==> config.mk <==
export PLATFORM = sky130hd
export DESIGN_NAME = pipe_stage_reg_flat
export DESIGN_NICKNAME = d
export VERILOG_FILES = /design/src/rtl/pipe_stage_reg_pkg.sv /design/src/rtl/pipe_stage_reg_if.sv /design/src/rtl/pipe_stage_reg_sat_counter.sv /design/src/rtl/pipe_stage_reg.sv /design/src/flat_wrapper.sv
export SDC_FILE = /design/constraint.sdc
export NUM_CORES = 1
export LEC_CHECK = 0
export CAP_MARGIN = 5
export CORE_UTILIZATION = 52
export CTS_BUF_LIST = sky130_fd_sc_hd__clkbuf_2 sky130_fd_sc_hd__clkbuf_4 sky130_fd_sc_hd__clkbuf_8
export DETAILED_ROUTE_END_ITERATION = 7
export PLACE_DENSITY = 0.82
export RECOVER_POWER = 50
export SYNTH_ARGS = -nofsm -noshare
export SYNTH_HDL_FRONTEND = slang
export SYNTH_SLANG_ARGS = --single-unit
==> constraint.sdc <==
create_clock -name clk -period 10.9 [get_ports clk]
set_input_delay 1.09 -clock clk [delete_from_list [all_inputs] [get_ports clk]]
set_output_delay 1.09 -clock clk [all_outputs]
set_load 0.05 [all_outputs]
==> src/rtl/pipe_stage_reg_pkg.sv <==
// Shared types and widths for the per-stage pipeline registers.
// Bundle offsets are LSB-based bit positions within the packed ctrl/data vectors.
package pipe_pkg;

   typedef enum logic [1:0] {
      EMPTY = 2'd0,
      ONE   = 2'd1,
      TWO   = 2'd2
   } pipe_state_e;

   localparam int IF_ID_CTRL_W  = 1;
   localparam int IF_ID_DATA_W  = 64;
   localparam int ID_EX_CTRL_W  = 11;
   localparam int ID_EX_DATA_W  = 122;
   localparam int EX_MEM_CTRL_W = 5;
   localparam int EX_MEM_DATA_W = 70;
   localparam int MEM_WB_CTRL_W = 2;
   localparam int MEM_WB_DATA_W = 69;

   // ID/EX control bundle: {RegWrite, MemtoReg, MemRead, MemWrite, BranchEQ, ALUOp[3:0], ALUSrc, RegDst}
   localparam int ID_EX_REG_DST   = 0;
   localparam int ID_EX_ALU_SRC   = 1;
   localparam int ID_EX_ALU_OP    = 2;
   localparam int ID_EX_BRANCH_EQ = 6;
   localparam int ID_EX_MEM_WRITE = 7;
   localparam int ID_EX_MEM_READ  = 8;
   localparam int ID_EX_MEM_TO_REG = 9;
   localparam int ID_EX_REG_WRITE = 10;

   // ID/EX data bundle: {imm32, funct6, rd1, rd2, rt, rd, rs, shamt}
   localparam int ID_EX_SHAMT = 0;
   localparam int ID_EX_RS    = 5;
   localparam int ID_EX_RD    = 10;
   localparam int ID_EX_RT    = 15;
   localparam int ID_EX_RD2   = 20;
   localparam int ID_EX_RD1   = 52;
   localparam int ID_EX_FUNCT = 84;
   localparam int ID_EX_IMM   = 90;

endpackage

==> src/rtl/pipe_stage_reg_if.sv <==
// Upstream and downstream handshake bundle of one pipeline stage.
// A transfer happens on a rising edge where valid && ready; either side may change its signals otherwise.
interface pipe_stage_reg_if
   import pipe_pkg::*;
#(
   parameter int CTRL_W = ID_EX_CTRL_W,
   parameter int DATA_W = ID_EX_DATA_W
);
   logic              in_valid;
   logic              in_ready;
   logic [CTRL_W-1:0] in_ctrl;
   logic [DATA_W-1:0] in_data;
   logic              out_valid;
   logic              out_ready;
   logic [CTRL_W-1:0] out_ctrl;
   logic [DATA_W-1:0] out_data;

   modport master (
      output in_valid, in_ctrl, in_data, out_ready,
      input  in_ready, out_valid, out_ctrl, out_data
   );

   modport slave (
      input  in_valid, in_ctrl, in_data, out_ready,
      output in_ready, out_valid, out_ctrl, out_data
   );
endinterface

==> src/rtl/pipe_stage_reg_sat_counter.sv <==
// Counter that advances by one per enabled cycle and holds at all-ones.
module sat_counter #(
   parameter int W = 16
) (
   input  logic         clk,
   input  logic         reset,
   input  logic         inc,
   output logic [W-1:0] count
);
   always_ff @(posedge clk or posedge reset) begin
      if (reset) begin
         count <= '0;
      end else if (inc && (count != {W{1'b1}})) begin
         count <= count + 1'b1;
      end
   end
endmodule

==> src/rtl/pipe_stage_reg.sv <==
// Pipeline-stage register: one or two held entries behind a valid/ready handshake,
// synchronous flush of the control bits, and stall/bubble performance counters.
module pipe_stage_reg
   import pipe_pkg::*;
#(
   parameter int CTRL_W              = ID_EX_CTRL_W,
   parameter int DATA_W              = ID_EX_DATA_W,
   parameter int SKID                = 1,
   parameter int CLEAR_DATA_ON_FLUSH = 0,
   parameter int CNT_W               = 16
) (
   input  logic             clk,
   input  logic             reset,
   pipe_stage_reg_if.slave  bus,
   input  logic             flush,
   output logic [CNT_W-1:0] stall_count,
   output logic [CNT_W-1:0] bubble_count,
   output pipe_state_e      state_dbg
);
   pipe_state_e       state, next_state;
   logic              ready_q, in_ready_q, in_ready_w;
   logic              out_valid_w, in_fire, out_fire;
   logic [CTRL_W-1:0] main_ctrl, main_ctrl_n, skid_ctrl, skid_ctrl_n;
   logic [DATA_W-1:0] main_data, main_data_n, skid_data, skid_data_n;

   assign out_valid_w = (state != EMPTY);
   // With the skid entry, in_ready is a flop so it never depends on out_ready this cycle.
   assign in_ready_w  = (SKID != 0) ? in_ready_q
                                    : (ready_q && (!out_valid_w || bus.out_ready));
   assign in_fire     = bus.in_valid && in_ready_w;
   assign out_fire    = out_valid_w && bus.out_ready;

   always_comb begin
      next_state  = state;
      main_ctrl_n = main_ctrl;
      main_data_n = main_data;
      skid_ctrl_n = skid_ctrl;
      skid_data_n = skid_data;
      if (flush) begin
         next_state  = EMPTY;
         main_ctrl_n = '0;
         skid_ctrl_n = '0;
         if (CLEAR_DATA_ON_FLUSH != 0) begin
            main_data_n = '0;
            skid_data_n = '0;
         end
      end else begin
         case (state)
            EMPTY: begin
               if (in_fire) begin
                  next_state  = ONE;
                  main_ctrl_n = bus.in_ctrl;
                  main_data_n = bus.in_data;
               end
            end
            ONE: begin
               if (in_fire && out_fire) begin
                  main_ctrl_n = bus.in_ctrl;
                  main_data_n = bus.in_data;
               end else if (in_fire) begin
                  next_state  = TWO;
                  skid_ctrl_n = bus.in_ctrl;
                  skid_data_n = bus.in_data;
               end else if (out_fire) begin
                  next_state = EMPTY;
               end
            end
            TWO: begin
               if (out_fire) begin
                  next_state  = ONE;
                  main_ctrl_n = skid_ctrl;
                  main_data_n = skid_data;
               end
            end
            default: next_state = EMPTY;
         endcase
      end
   end

   always_ff @(posedge clk or posedge reset) begin
      if (reset) begin
         state      <= EMPTY;
         ready_q    <= 1'b0;
         in_ready_q <= 1'b0;
         main_ctrl  <= '0;
         main_data  <= '0;
         skid_ctrl  <= '0;
         skid_data  <= '0;
      end else begin
         state      <= next_state;
         ready_q    <= 1'b1;
         in_ready_q <= (next_state != TWO);
         main_ctrl  <= main_ctrl_n;
         main_data  <= main_data_n;
         skid_ctrl  <= skid_ctrl_n;
         skid_data  <= skid_data_n;
      end
   end

   assign bus.in_ready  = in_ready_w;
   assign bus.out_valid = out_valid_w;
   assign bus.out_ctrl  = out_valid_w ? main_ctrl : '0;
   assign bus.out_data  = main_data;
   assign state_dbg     = state;

   sat_counter #(.W(CNT_W)) u_stall (
      .clk   (clk),
      .reset (reset),
      .inc   (out_valid_w && !bus.out_ready),
      .count (stall_count)
   );

   sat_counter #(.W(CNT_W)) u_bubble (
      .clk   (clk),
      .reset (reset),
      .inc   (!out_valid_w),
      .count (bubble_count)
   );
endmodule

==> src/flat_wrapper.sv <==
// flat-port wrapper written by rule: the top's interface ports become plain ports
module pipe_stage_reg_flat import pipe_pkg::*;
#(
   parameter int CTRL_W              = ID_EX_CTRL_W,
   parameter int DATA_W              = ID_EX_DATA_W,
   parameter int SKID                = 1,
   parameter int CLEAR_DATA_ON_FLUSH = 0,
   parameter int CNT_W               = 16
)
  (clk, reset, flush, stall_count, bubble_count, state_dbg, bus_in_valid, bus_in_ctrl, bus_in_data, bus_out_ready, bus_in_ready, bus_out_valid, bus_out_ctrl, bus_out_data);
  pipe_stage_reg_if #(.CTRL_W(CTRL_W), .DATA_W(DATA_W)) bus_i ();
  input  logic clk;
  input  logic reset;
  input  logic flush;
  output logic [CNT_W-1:0] stall_count;
  output logic [CNT_W-1:0] bubble_count;
  output pipe_state_e state_dbg;
  input wire logic [$bits(bus_i.in_valid)-1:0] bus_in_valid;
  input wire logic [$bits(bus_i.in_ctrl)-1:0] bus_in_ctrl;
  input wire logic [$bits(bus_i.in_data)-1:0] bus_in_data;
  input wire logic [$bits(bus_i.out_ready)-1:0] bus_out_ready;
  output wire logic [$bits(bus_i.in_ready)-1:0] bus_in_ready;
  output wire logic [$bits(bus_i.out_valid)-1:0] bus_out_valid;
  output wire logic [$bits(bus_i.out_ctrl)-1:0] bus_out_ctrl;
  output wire logic [$bits(bus_i.out_data)-1:0] bus_out_data;
  assign bus_i.in_valid = bus_in_valid;
  assign bus_i.in_ctrl = bus_in_ctrl;
  assign bus_i.in_data = bus_in_data;
  assign bus_i.out_ready = bus_out_ready;
  assign bus_in_ready = bus_i.in_ready;
  assign bus_out_valid = bus_i.out_valid;
  assign bus_out_ctrl = bus_i.out_ctrl;
  assign bus_out_data = bus_i.out_data;
  pipe_stage_reg #(.CTRL_W(CTRL_W), .DATA_W(DATA_W), .SKID(SKID), .CLEAR_DATA_ON_FLUSH(CLEAR_DATA_ON_FLUSH), .CNT_W(CNT_W)) u_core (.clk(clk), .reset(reset), .bus(bus_i), .flush(flush), .stall_count(stall_count), .bubble_count(bubble_count), .state_dbg(state_dbg));
endmodule
======== Word-level counts from Yosys, hierarchy flattened ========
Index checks and enable logic that the tools add are counted.
storage, ports and cells
  bits in registers ....................... 301
  output and inout bits ................... 169
  input port bits ......................... 138
  logic and storage cells ................. 62
cells by class
  reductions and logical operators ........ 18
  add/sub/neg operators ................... 2
  equality and inequality tests ........... 12
  bitwise operators ....................... 2
  multiplexer cells ....................... 20
operators by type and width
  kind                                                    number
  two-way mux 122 bit                                     3
  one-hot mux 122 bit (3 select lines)                    1
  two-way mux 11 bit                                      8
  one-hot mux 11 bit (3 select lines)                     1
  adder 16 x 1 -> 16 bit (second input constant)          2
  inequality test 16 bit (second input constant)          2
  two-way mux 2 bit                                       6
  inequality test 3 x 2 -> 1 bit (second input constant)  3
  AND reduction 4 bit                                     2
  logical AND 1 bit                                       6
  inequality test 2 x 1 -> 1 bit (second input constant)  3
  one-hot mux 2 bit (3 select lines)                      1
  nonzero test 2 bit                                      3
  AND reduction 5 bit                                     1
  inequality test 2 bit (second input constant)           2
  nonzero test 4 bit                                      1
  AND reduction 3 bit                                     1
  nonzero test 3 bit                                      1
  == test 2 x 1 -> 1 bit (second input constant)          1
  == test 2 bit (second input constant)                   1
  logical NOT 1 bit                                       2
  logical NOT 2 bit                                       1
  NOT 1 bit                                               2

======== Logic depth before layout (Yosys ltp) ========
Gate-level depths: netlist (run 1).
  word-level depth ........................ 8
  depth in mapped cells ................... 8
  mapped depth without buffers ............ 6

======== Cells and area by module ========
From an unflattened synthesis (run 1), not the netlist that was laid out.
second synthesis, totals
  cell total of the unflattened synthesis .. 1,087
  area, all modules ....................... 13,471.7 µm²
modules (own cells, without submodules)
  module          instances  cells an instance  area each (µm²)  sequential area each (µm²)
  pipe_stage_reg  1          945                11,860.1         6,731.5
  sat_counter     2          71                 805.8            400.4

======== Worst setup path after synthesis (run 1) ========
No wires, ideal clock.
  path type ............................... register to output
  start point ............................. register u_core.state[0], in the netlist u_core.state_dbg[0]
  end point ............................... output bus_out_ctrl[1]
  required time ........................... 9.810 ns
  slack ................................... 7.621 ns
  cell stages (with the launch flop) ...... 5
  arrival ................................. 2.189 ns
  path buffers ............................ 1
  path through ............................ dfrtp_1 nor2_1 inv_1 clkbuf_1 and2_1
on the way
  word-level cells in the longest chain between the ends .. 2
RTL lines
  item                      RTL line               text
  start: declaration        pipe_stage_reg.sv:20   pipe_state_e state, next_state;
  start signal: assignment  pipe_stage_reg.sv:90   state <= next_state;
  nonzero test 2 bit        pipe_stage_reg.sv:26   assign out_valid_w = (state != EMPTY);
  via bus_out_valid         flat_wrapper.sv:23     output wire logic [$bits(bus_i.out_valid)-1:0] bus_out_valid;
  two-way mux 11 bit        pipe_stage_reg.sv:102  assign bus.out_ctrl = out_valid_w ? main_ctrl : '0;
  end: declaration          flat_wrapper.sv:24     output wire logic [$bits(bus_i.out_ctrl)-1:0] bus_out_ctrl;
The timed path passes the listed nets, and every way through them passes these cells.

==> flow_summary.json, run 1 <==
{
  "status": "finished with violations",
  "violations": "max-capacitance violations, max-slew violations",
  "setup_viol": 0,
  "path_class": "primary input to async pin",
  "synth_seq_cells": 301,
  "use_met1_pct": 30.7,
  "cts_tree": "done",
  "ys_warn_count": 0,
  "fin_crit_sh_pct": 56.7,
  "rrSetupSlack_ps": 5730,
  "crit_fanout": 154,
  "die_w_um": 159,
  "power_frac_seq_pct": 44.1,
  "drc_errors": 0,
  "maxCapViolCount": 2,
  "clk_latency_ps": 550,
  "p_total_mw": 3.45,
  "setup_tns_ps": 0,
  "rows": 57,
  "clkPwrFrac_pct": 26.9,
  "ys_seq_area_share_pct": 58.7,
  "drt_iter0_drc": 573,
  "hold_viol_final": 0,
  "crit_required_ps": 11430,
  "synth_flop_cell": "dfrtp_1",
  "synth_largest_area_cell": "dfrtp_1",
  "start_util_pct": 52.9,
  "gp_congestion": 0.838,
  "wire_per_inst_um": 17.2,
  "die_h_um": 159,
  "nNetsFinal": 1500,
  "clockBufferDepth": 3,
  "peakVddDrop_uv": 125,
  "fin_skew_ps": 10.8,
  "max_freq_mhz": 162,
  "synth_cell_types": 43,
  "syn_area_per_cell_um2": 12.1,
  "start_kind": "primary input",
  "slew_headroom_pct": -346,
  "clk_pin_slew_worst_paths_ps": 50,
  "syn_to_final_growth_pct": 31.5,
  "yosys-top-cells-area": "dfrtp_1 59%, mux2i_1 10%, mux2_2 10%, nand2_1 4.8%, o21ai_0 4.2%",
  "yosysMostFrequentCell": "dfrtp_1",
  "crit_arrival_ps": 6700,
  "numCtsBuffers": 49,
  "fin_crit_ps": 6180,
  "async_flop_share_pct": 100,
  "core_mm2": 0.0242,
  "grt_max_degree": 155,
  "layout-drive-gt1-share_pct": 14.5,
  "grt_pass1_vias": 9261,
  "power_per_cell_area_mw_per_mm2": 204,
  "dr_total_vias": 9028,
  "combPwrFrac_pct": 29.0,
  "synth_edf_count": 0,
  "dieArea_mm2": 0.0253,
  "io_pins": 307,
  "synth_top_area_share_pct": 58.7,
  "met3_usage_pct": 6.69,
  "synthTopCellsByCount": "301 x dfrtp_1, 164 x nand2_1, 133 x mux2i_1",
  "cts_sinks": 301,
  "switchingPower_mw": 1.20,
  "dp_hpwl_um": 19500,
  "synth_fp_nets": 1197,
  "p_leak_nw": 8.30,
  "wl_um": 29400,
  "cts_resized": 0,
  "via_per_inst": 5.28,
  "post-cts-setup-buffer-count": 0,
  "p_int_mw": 2.25,
  "rsz0062_at_grt": "no",
  "slew_violations": 199,
  "grt_util_met2_pct": 38.3,
  "endpoint_kind": "async pin",
  "cts_root_buf": "clkbuf_8",
  "syn_inst": 1057,
  "tightest_slew_ps": 6650,
  "ant_nets": 0,
  "syn-cell-area_mm2": 0.0128,
  "drtPass1Iterations": 4,
  "worstHoldPathType": "register to register",
  "post-route-util_pct": 69.6,
  "hold_buffers": 0,
  "busiest_layer": "met2",
  "nFillCells": 1745,
  "grt_pass1_wl_um": 48400,
  "grt_usage_pct": 23.6,
  "overflow": 0,
  "switching_share_pct": 34.9,
  "antenna_found_initial": 1,
  "port_buffers": 306,
  "htree_levels": 2
}
[logic make-up (layout without fill, tap and decap cells)]
kind of cell,Yosys count,after routing,share of synthesized area (%)
other,0,1,0
XOR/XNOR,30,30,2.05
flip-flops,301,301,58.7
AND/OR/NAND/NOR,259,259,8.77
adder cells (fa/ha/maj),2,2,0.195
multiplexers,256,256,21.2
buffers and inverters,67,394,2.94
AO/OA/AOI/OAI,142,142,6.16
[layout make-up]
cell class,count,area [µm²],share of cell area (%)
Antenna cell,1,2.50,0.0148
Clock buffer,72,872,5.17
Clock inverter,3,25.0,0.148
Inverter,5,20.0,0.119
Multi-Input combinational cell,689,4890,29.0
Sequential cell,301,7530,44.7
Tap cell,324,405,2.40
Timing Repair Buffer,314,3120,18.5
[critical path, stage by stage]
cell	delay (ps)
dlygate4sd3_1	540
clkinvlp_2	3670
buf_4	1210
[final timing paths]
check	start	endpoint	cells after the start
worst min register to register	u_core.bus.out_data[79]	u_core.bus.out_data[79]	2
worst max register to register	u_core.state_dbg[1]	u_core.bus.out_data[12]	6
worst min-delay path	u_core.bus.out_data[79]	u_core.bus.out_data[79]	2
worst max-delay path	reset	u_core.skid_data[91]	3
max in group clk	bus_out_ready	u_core.bus.out_data[12]	7
min in group asynchronous	reset	u_core.skid_data[15]	2
[metal layers]
metal / up-vias / wire length [µm]
li1: 4245 / -
met1: 4435 / 12300
met2: 293 / 14100
met3: 55 / 2210
met4: 0 / 753
met5: - / 0
[power groups by stage]
| stage | logic [mW] | registers (mW) | clock network, mW |
|---|---|---|---|
| 6_report | 1.00 | 1.52 | 0.927 |
| 4_1_cts | 1.05 | 1.52 | 0.951 |
| 5_1_grt | 1.06 | 1.55 | 1.00 |
| 3_3_place_gp | 1.03 | 1.53 | 0 |
| 2_1_floorplan | 0.315 | 1.89 | 0 |
| 3_5_place_dp | 1.05 | 1.54 | 0 |
[state kept, by name (all words and copies together) (netlist names)]
register and count:
u_core.bus.in_ready 1, u_core.bus.out_data 122, u_core.main_ctrl 11, u_core.skid_ctrl 11, u_core.skid_data 122, u_core.state_dbg 2, u_core.u_bubble.count 16, u_core.u_stall.count 16
[cell usage in the layout (no fill, tap or decap), types with 3 or more instances in the layout]
cell / instances
a21oi_1: 3
a311oi_1: 11
and2_1: 12
buf_4: 8
clkbuf_4: 19
clkbuf_8: 53
clkdlybuf4s50_1: 149
dfrtp_1: 301
dlygate4sd3_1: 157
inv_1: 4
mux2_1: 9
mux2_2: 114
mux2i_1: 133
nand2_1: 164
nand3_1: 14
nand4_1: 9
nor2_1: 39
nor3_1: 4
nor4_1: 3
o21ai_0: 114
o21ai_1: 9
xnor2_1: 21
xor2_1: 9
[through the flow]
| step | worst slack, ps | hold slack, ps | instances | area, µm² |
|---|---|---|---|---|
| 6_report | 4720 | 470 | 1709 | 16900 |
| 5_1_grt | 3630 | 496 | 1709 | 16900 |
| 4_1_cts | 6570 | 482 | 1708 | 16900 |
| 3_5_place_dp | 5930 | 469 | 1633 | 16000 |
| 3_3_place_gp | 6110 | 461 | 1633 | 16000 |
| 2_1_floorplan | 1490 | 457 | 1057 | 12800 |
Note: power is estimated with default switching activity, not from simulation.
==> run 2: changes to the inputs <==
Clock period 10.9 ns to 6.3 ns, I/O delays scaled along.
==> run 2 against run 1 <==
Compared with the run above:
- the flow still finishes with violations (max-capacitance violations, max-slew violations)
- first-iteration DRC count is 0.70% lower
- non-clock buffer count unchanged
- die area unchanged
- critical endpoint is now u_core.skid_data[43]
- cell count rose by 0.94%
- critical path depth unchanged
- combinational power rose by 78%
- core utilization grew 0.77 points
- critical path type unchanged
==> flow_summary.json, run 2 (same netlist as run 1, synthesis figures left out) <==
{
  "status": "finished with violations",
  "violations": "max-capacitance violations, max-slew violations",
  "tightest_slew_ps": 3720,
  "maxCapViolCount": 1,
  "fin_crit_ps": 4160,
  "start_kind": "primary input",
  "endpoint_kind": "async pin",
  "grt_pass1_wl_um": 47300,
  "crit_start": "reset",
  "crit_required_ps": 6100,
  "drtPass1Iterations": 7,
  "hold_viol_final": 0,
  "die_w_um": 159,
  "io_pins": 307,
  "wire_per_inst_um": 16.7,
  "htree_levels": 2,
  "grt_max_degree": 153,
  "slew_violations": 152,
  "ff2ff_path_depth": 6,
  "fin_ws_ps": 2140,
  "via_per_inst": 5.21,
  "whs_ps": 473,
  "gp_congestion": 0.816,
  "setup_viol": 0,
  "drc_errors": 0,
  "post-cts-setup-buffer-count": 0,
  "layout_commonest_cell": "dfrtp_1",
  "die_h_um": 159,
  "min_path_cells": 2,
  "hold_buffers": 0,
  "nFillCells": 1761,
  "dieArea_mm2": 0.0253,
  "power_per_cell_area_mw_per_mm2": 362,
  "rows": 57,
  "peakVddDrop_uv": 254,
  "antenna_found_initial": 4,
  "wl_um": 28800,
  "rsz0062_at_grt": "no",
  "crit_fanout": 152,
  "grt_pass1_vias": 9082,
  "nNetsFinal": 1501,
  "ant_nets": 0,
  "overflow": 0,
  "p_leak_nw": 8.22,
  "dp_hpwl_um": 18800,
  "met2_length_um": 13800,
  "cts_sinks": 301,
  "fin_crit_sh_pct": 66.1,
  "met1_length_um": 12000,
  "worstReg2RegEnd": "u_core.u_bubble.count[13]",
  "routed-wl-met3_um": 2230,
  "path_class": "primary input to async pin",
  "dr_total_vias": 8982,
  "clockBufferDepth": 3,
  "cts_root_buf": "clkbuf_8",
  "drt_iter0_drc": 569,
  "numCtsBuffers": 50,
  "seqCellArea_mm2": 0.00753,
  "multi_input_area_mm2": 0.00490,
  "max_freq_mhz": 240,
  "layout-drive-gt1-share_pct": 15.3,
  "setup_tns_ps": 0,
  "syn_to_final_growth_pct": 32.9,
  "crit_arrival_ps": 3960,
  "dpl_worst_slack_ps": 2910,
  "core_mm2": 0.0242,
  "layout_common_cells": "301 x dfrtp_1, 259 x clkdlybuf4s50_1, 164 x nand2_1",
  "clk_latency_ps": 550,
  "worstHoldPathType": "register to register",
  "fin_skew_ps": 26.4,
  "r2r_start": "u_core.u_bubble.count[0]",
  "cts_tree": "done",
  "grt_usage_pct": 23.1,
  "cp-endpoint": "u_core.skid_data[43]",
  "clk_pin_slew_worst_paths_ps": 60,
  "start_util_pct": 52.9,
  "port_buffers": 306,
  "rrSetupSlack_ps": 3740,
  "top_layer": "met4",
  "slew_headroom_pct": -148,
  "cts_resized": 0
}
-- run 2: cell count changes in the layout (fill, tap and decap cells not counted), moves of 3 or more --
cell             before  now
clkdlybuf4s50_1     149  259
dlygate4sd3_1       157   47
clkbuf_8             53   63
clkbuf_4             19   24
o21ai_0             114  109
o21ai_1               9   14
diode_2               1    4
-- run 2: layout make-up --
cell class / count / share of cell area [%]
multi-input combinational: 689 / 28.7
inverter: 5 / 0.132
antenna: 4 / 0.0587
sequential: 301 / 44.2
timing repair buffer: 314 / 18.4
tap: 324 / 2.38
clock buffer: 87 / 6.14
clock inverter: 1 / 0.0293
-- run 2: how the worst min path moves through the flow --
stage / startpoint / endpoint / slack, ps
floorplan: u_core.skid_data[121] / u_core.skid_data[121] / 460
global placement: u_core.bus.out_data[3] / u_core.bus.out_data[3] / 460
detailed placement: u_core.bus.out_data[23] / u_core.bus.out_data[23] / 470
CTS: u_core.bus.out_data[115] / u_core.bus.out_data[115] / 480
global route: u_core.bus.out_data[49] / u_core.bus.out_data[49] / 490
finish: u_core.bus.out_data[33] / u_core.bus.out_data[33] / 470
-- run 2: metal layers --
layer | vias up | global-route usage (%)
met5 | - | 0
met4 | 0 | 8.09
met3 | 49 | 6.82
met2 | 274 | 37.6
met1 | 4373 | 29.4
li1 | 4286 | -
-- run 2: power breakdown --
group	internal (mW)	leakage [nW]	total, mW	switching, mW
Sequential	2.37	3.77	2.63	0.252
Combinational	0.685	3.88	1.78	1.09
Clock	1.03	0.567	1.76	0.731
-- run 2: through the flow --
stage | instances | cell area, µm² | power [mW] | utilization, %
6_report | 1725 | 17100 | 6.17 | 70.3
5_1_grt | 1723 | 17000 | 6.46 | 70.3
4_1_cts | 1721 | 17100 | 6.26 | 70.5
3_5_place_dp | 1633 | 16000 | 4.47 | 66.2
3_3_place_gp | 1633 | 16000 | 4.41 | 66.2
2_1_floorplan | 1057 | 12800 | 3.82 | -
-- run 2: critical path, cell delays in order --
cell and delay [ps]:
dlygate4sd3_1 570, clkinvlp_4 70, clkbuf_2 2510
==> run 3: changes to the inputs <==
Settings changed: CORE_UTILIZATION 52 to 47, PLACE_DENSITY 0.82 to 0.78.
Clock period 6.3 ns to 3.38 ns, I/O delays scaled along.
==> run 3 against run 2 <==
Compared with the run above:
- the run now ends clean
- cell area is 0.23% higher
- combinational power up 89%
- sequential share of layout area shrank 0.10 points
- power grew 87%
- setup slack got worse by 1600 ps
- largest cell class unchanged
- largest power group unchanged
- highest routed layer is now met5
==> flow_summary.json, run 3 (same netlist as run 1, synthesis figures left out) <==
{
  "status": "completed",
  "slew_headroom_pct": 5.94,
  "rsz0062_at_grt": "no",
  "syn_to_final_growth_pct": 33.2,
  "slew_violations": 0,
  "fin_crit_sh_pct": 82.7,
  "grt_usage_pct": 21.7,
  "endpoint_kind": "register",
  "min_path_cells": 2,
  "hold_buffers": 0,
  "clockBufferDepth": 3,
  "cts_root_buf": "clkbuf_8",
  "crit_arrival_ps": 3230,
  "multi_input_area_mm2": 0.00488,
  "fin_skew_ps": 18.6,
  "ant_nets": 0,
  "max_freq_mhz": 358,
  "tightest_slew_ps": 1410,
  "dr_total_vias": 9158,
  "power_per_cell_area_mw_per_mm2": 675,
  "maxCapViolCount": 0,
  "placed_cell_area_mm2": 0.0162,
  "post-cts-setup-buffer-count": 0,
  "hold_viol_final": 0,
  "rows": 60,
  "antenna_found_initial": 1,
  "fin_area_mm2": 0.0171,
  "antenna_cells": 0,
  "start_kind": "register",
  "grt_pass1_wl_um": 49000,
  "stdcell_count": 1736,
  "clk_latency_ps": 560,
  "layout-drive-gt1-share_pct": 15.0,
  "path_class": "register to register",
  "port_buffers": 306,
  "dieArea_mm2": 0.0280,
  "placed_cells": 1654,
  "p_leak_nw": 8.17,
  "die_h_um": 167,
  "dp_hpwl_um": 19300,
  "wl_um": 29900,
  "core_mm2": 0.0269,
  "seqCellArea_mm2": 0.00753,
  "die_w_um": 167,
  "cts_sinks": 301,
  "drc_errors": 0,
  "cts_resized": 0,
  "drt_iter0_drc": 503,
  "htree_levels": 2,
  "fin_crit_ps": 2790,
  "crit_required_ps": 3810,
  "worstHoldPathType": "primary input to register",
  "layout_commonest_cell": "clkdlybuf4s50_1",
  "grt_max_degree": 133,
  "nNetsFinal": 1506,
  "cts_tree": "done",
  "peakVddDrop_uv": 500,
  "numCtsBuffers": 51,
  "setup_viol": 0,
  "start_util_pct": 47.7,
  "ff2ff_path_depth": 4,
  "nFillCells": 2138,
  "layout_common_cells": "305 x clkdlybuf4s50_1, 301 x dfrtp_1, 164 x nand2_1",
  "clk_pin_slew_worst_paths_ps": 60,
  "via_per_inst": 5.28,
  "io_pins": 307,
  "wire_per_inst_um": 17.2,
  "crit_fanout": 47,
  "grt_pass1_vias": 9466,
  "overflow": 0,
  "drtPass1Iterations": 4,
  "gp_congestion": 0.866
}
[run 3: changes by cell type in the layout (fill, tap and decap cells not counted), sizes merged]
cell / previous run / this run
clkbuf: 88 / 87
clkdlybuf4s50: 259 / 305
diode: 4 / 0
buf: 7 / 6
dlygate4sd3: 47 / 1
[run 3: path summary, 6_finish.rpt]
kind	startpoint	endpoint	slack [ps]
max in group asynchronous	reset	u_core.bus.out_data[28]	1030
max	u_core.state_dbg[1]	u_core.skid_data[113]	590
min in group asynchronous	reset	u_core.skid_data[94]	430
max reg2reg	u_core.state_dbg[1]	u_core.skid_data[113]	590
min	bus_in_data[6]	u_core.skid_data[6]	420
min reg2reg	u_core.bus.out_data[12]	u_core.bus.out_data[12]	480
[run 3: layer usage]
layer	share of wire [%]	wire [µm]	track usage, %
met5	0.040	12	0
met4	3.6	1070	8.82
met3	8.4	2520	7.28
met2	46	13900	34.5
met1	41	12400	27.4
[run 3: critical path, stage by stage (launching register included)]
cell,delay [ps]
dfrtp_1,460
nand3b_1,250
nor3_1,450
clkbuf_2,1050
mux2_2,430
[run 3: layout make-up]
cell class	instances	area share (%)
clock buffer	81	5.97
clock inverter	1	0.0293
inverter	5	0.117
multi-input combinational	689	28.6
sequential	301	44.1
tap	341	2.50
timing repair buffer	318	18.8
[run 3: through the flow]
step | setup WS [ps] | setup TNS [ps] | total power [mW] | hold WS (ps) | util (%)
2_1_floorplan | -959 | -288670 | 7.12 | 457 | -
3_3_place_gp | 1070 | 0 | 8.26 | 460 | 60.2
3_5_place_dp | 957 | 0 | 8.37 | 469 | 60.2
4_1_cts | 579 | 0 | 11.7 | 178 | 64.0
5_1_grt | 422 | 0 | 12.1 | 382 | 63.6
6_report | 586 | 0 | 11.5 | 422 | 63.6
[run 3: power breakdown]
| part | total [mW] | switching [mW] | internal (mW) |
|---|---|---|---|
| Clock | 3.27 | 1.38 | 1.88 |
| Combinational | 3.36 | 2.04 | 1.32 |
| Sequential | 4.91 | 0.488 | 4.43 |
| Total | 11.5 | 3.91 | 7.63 |
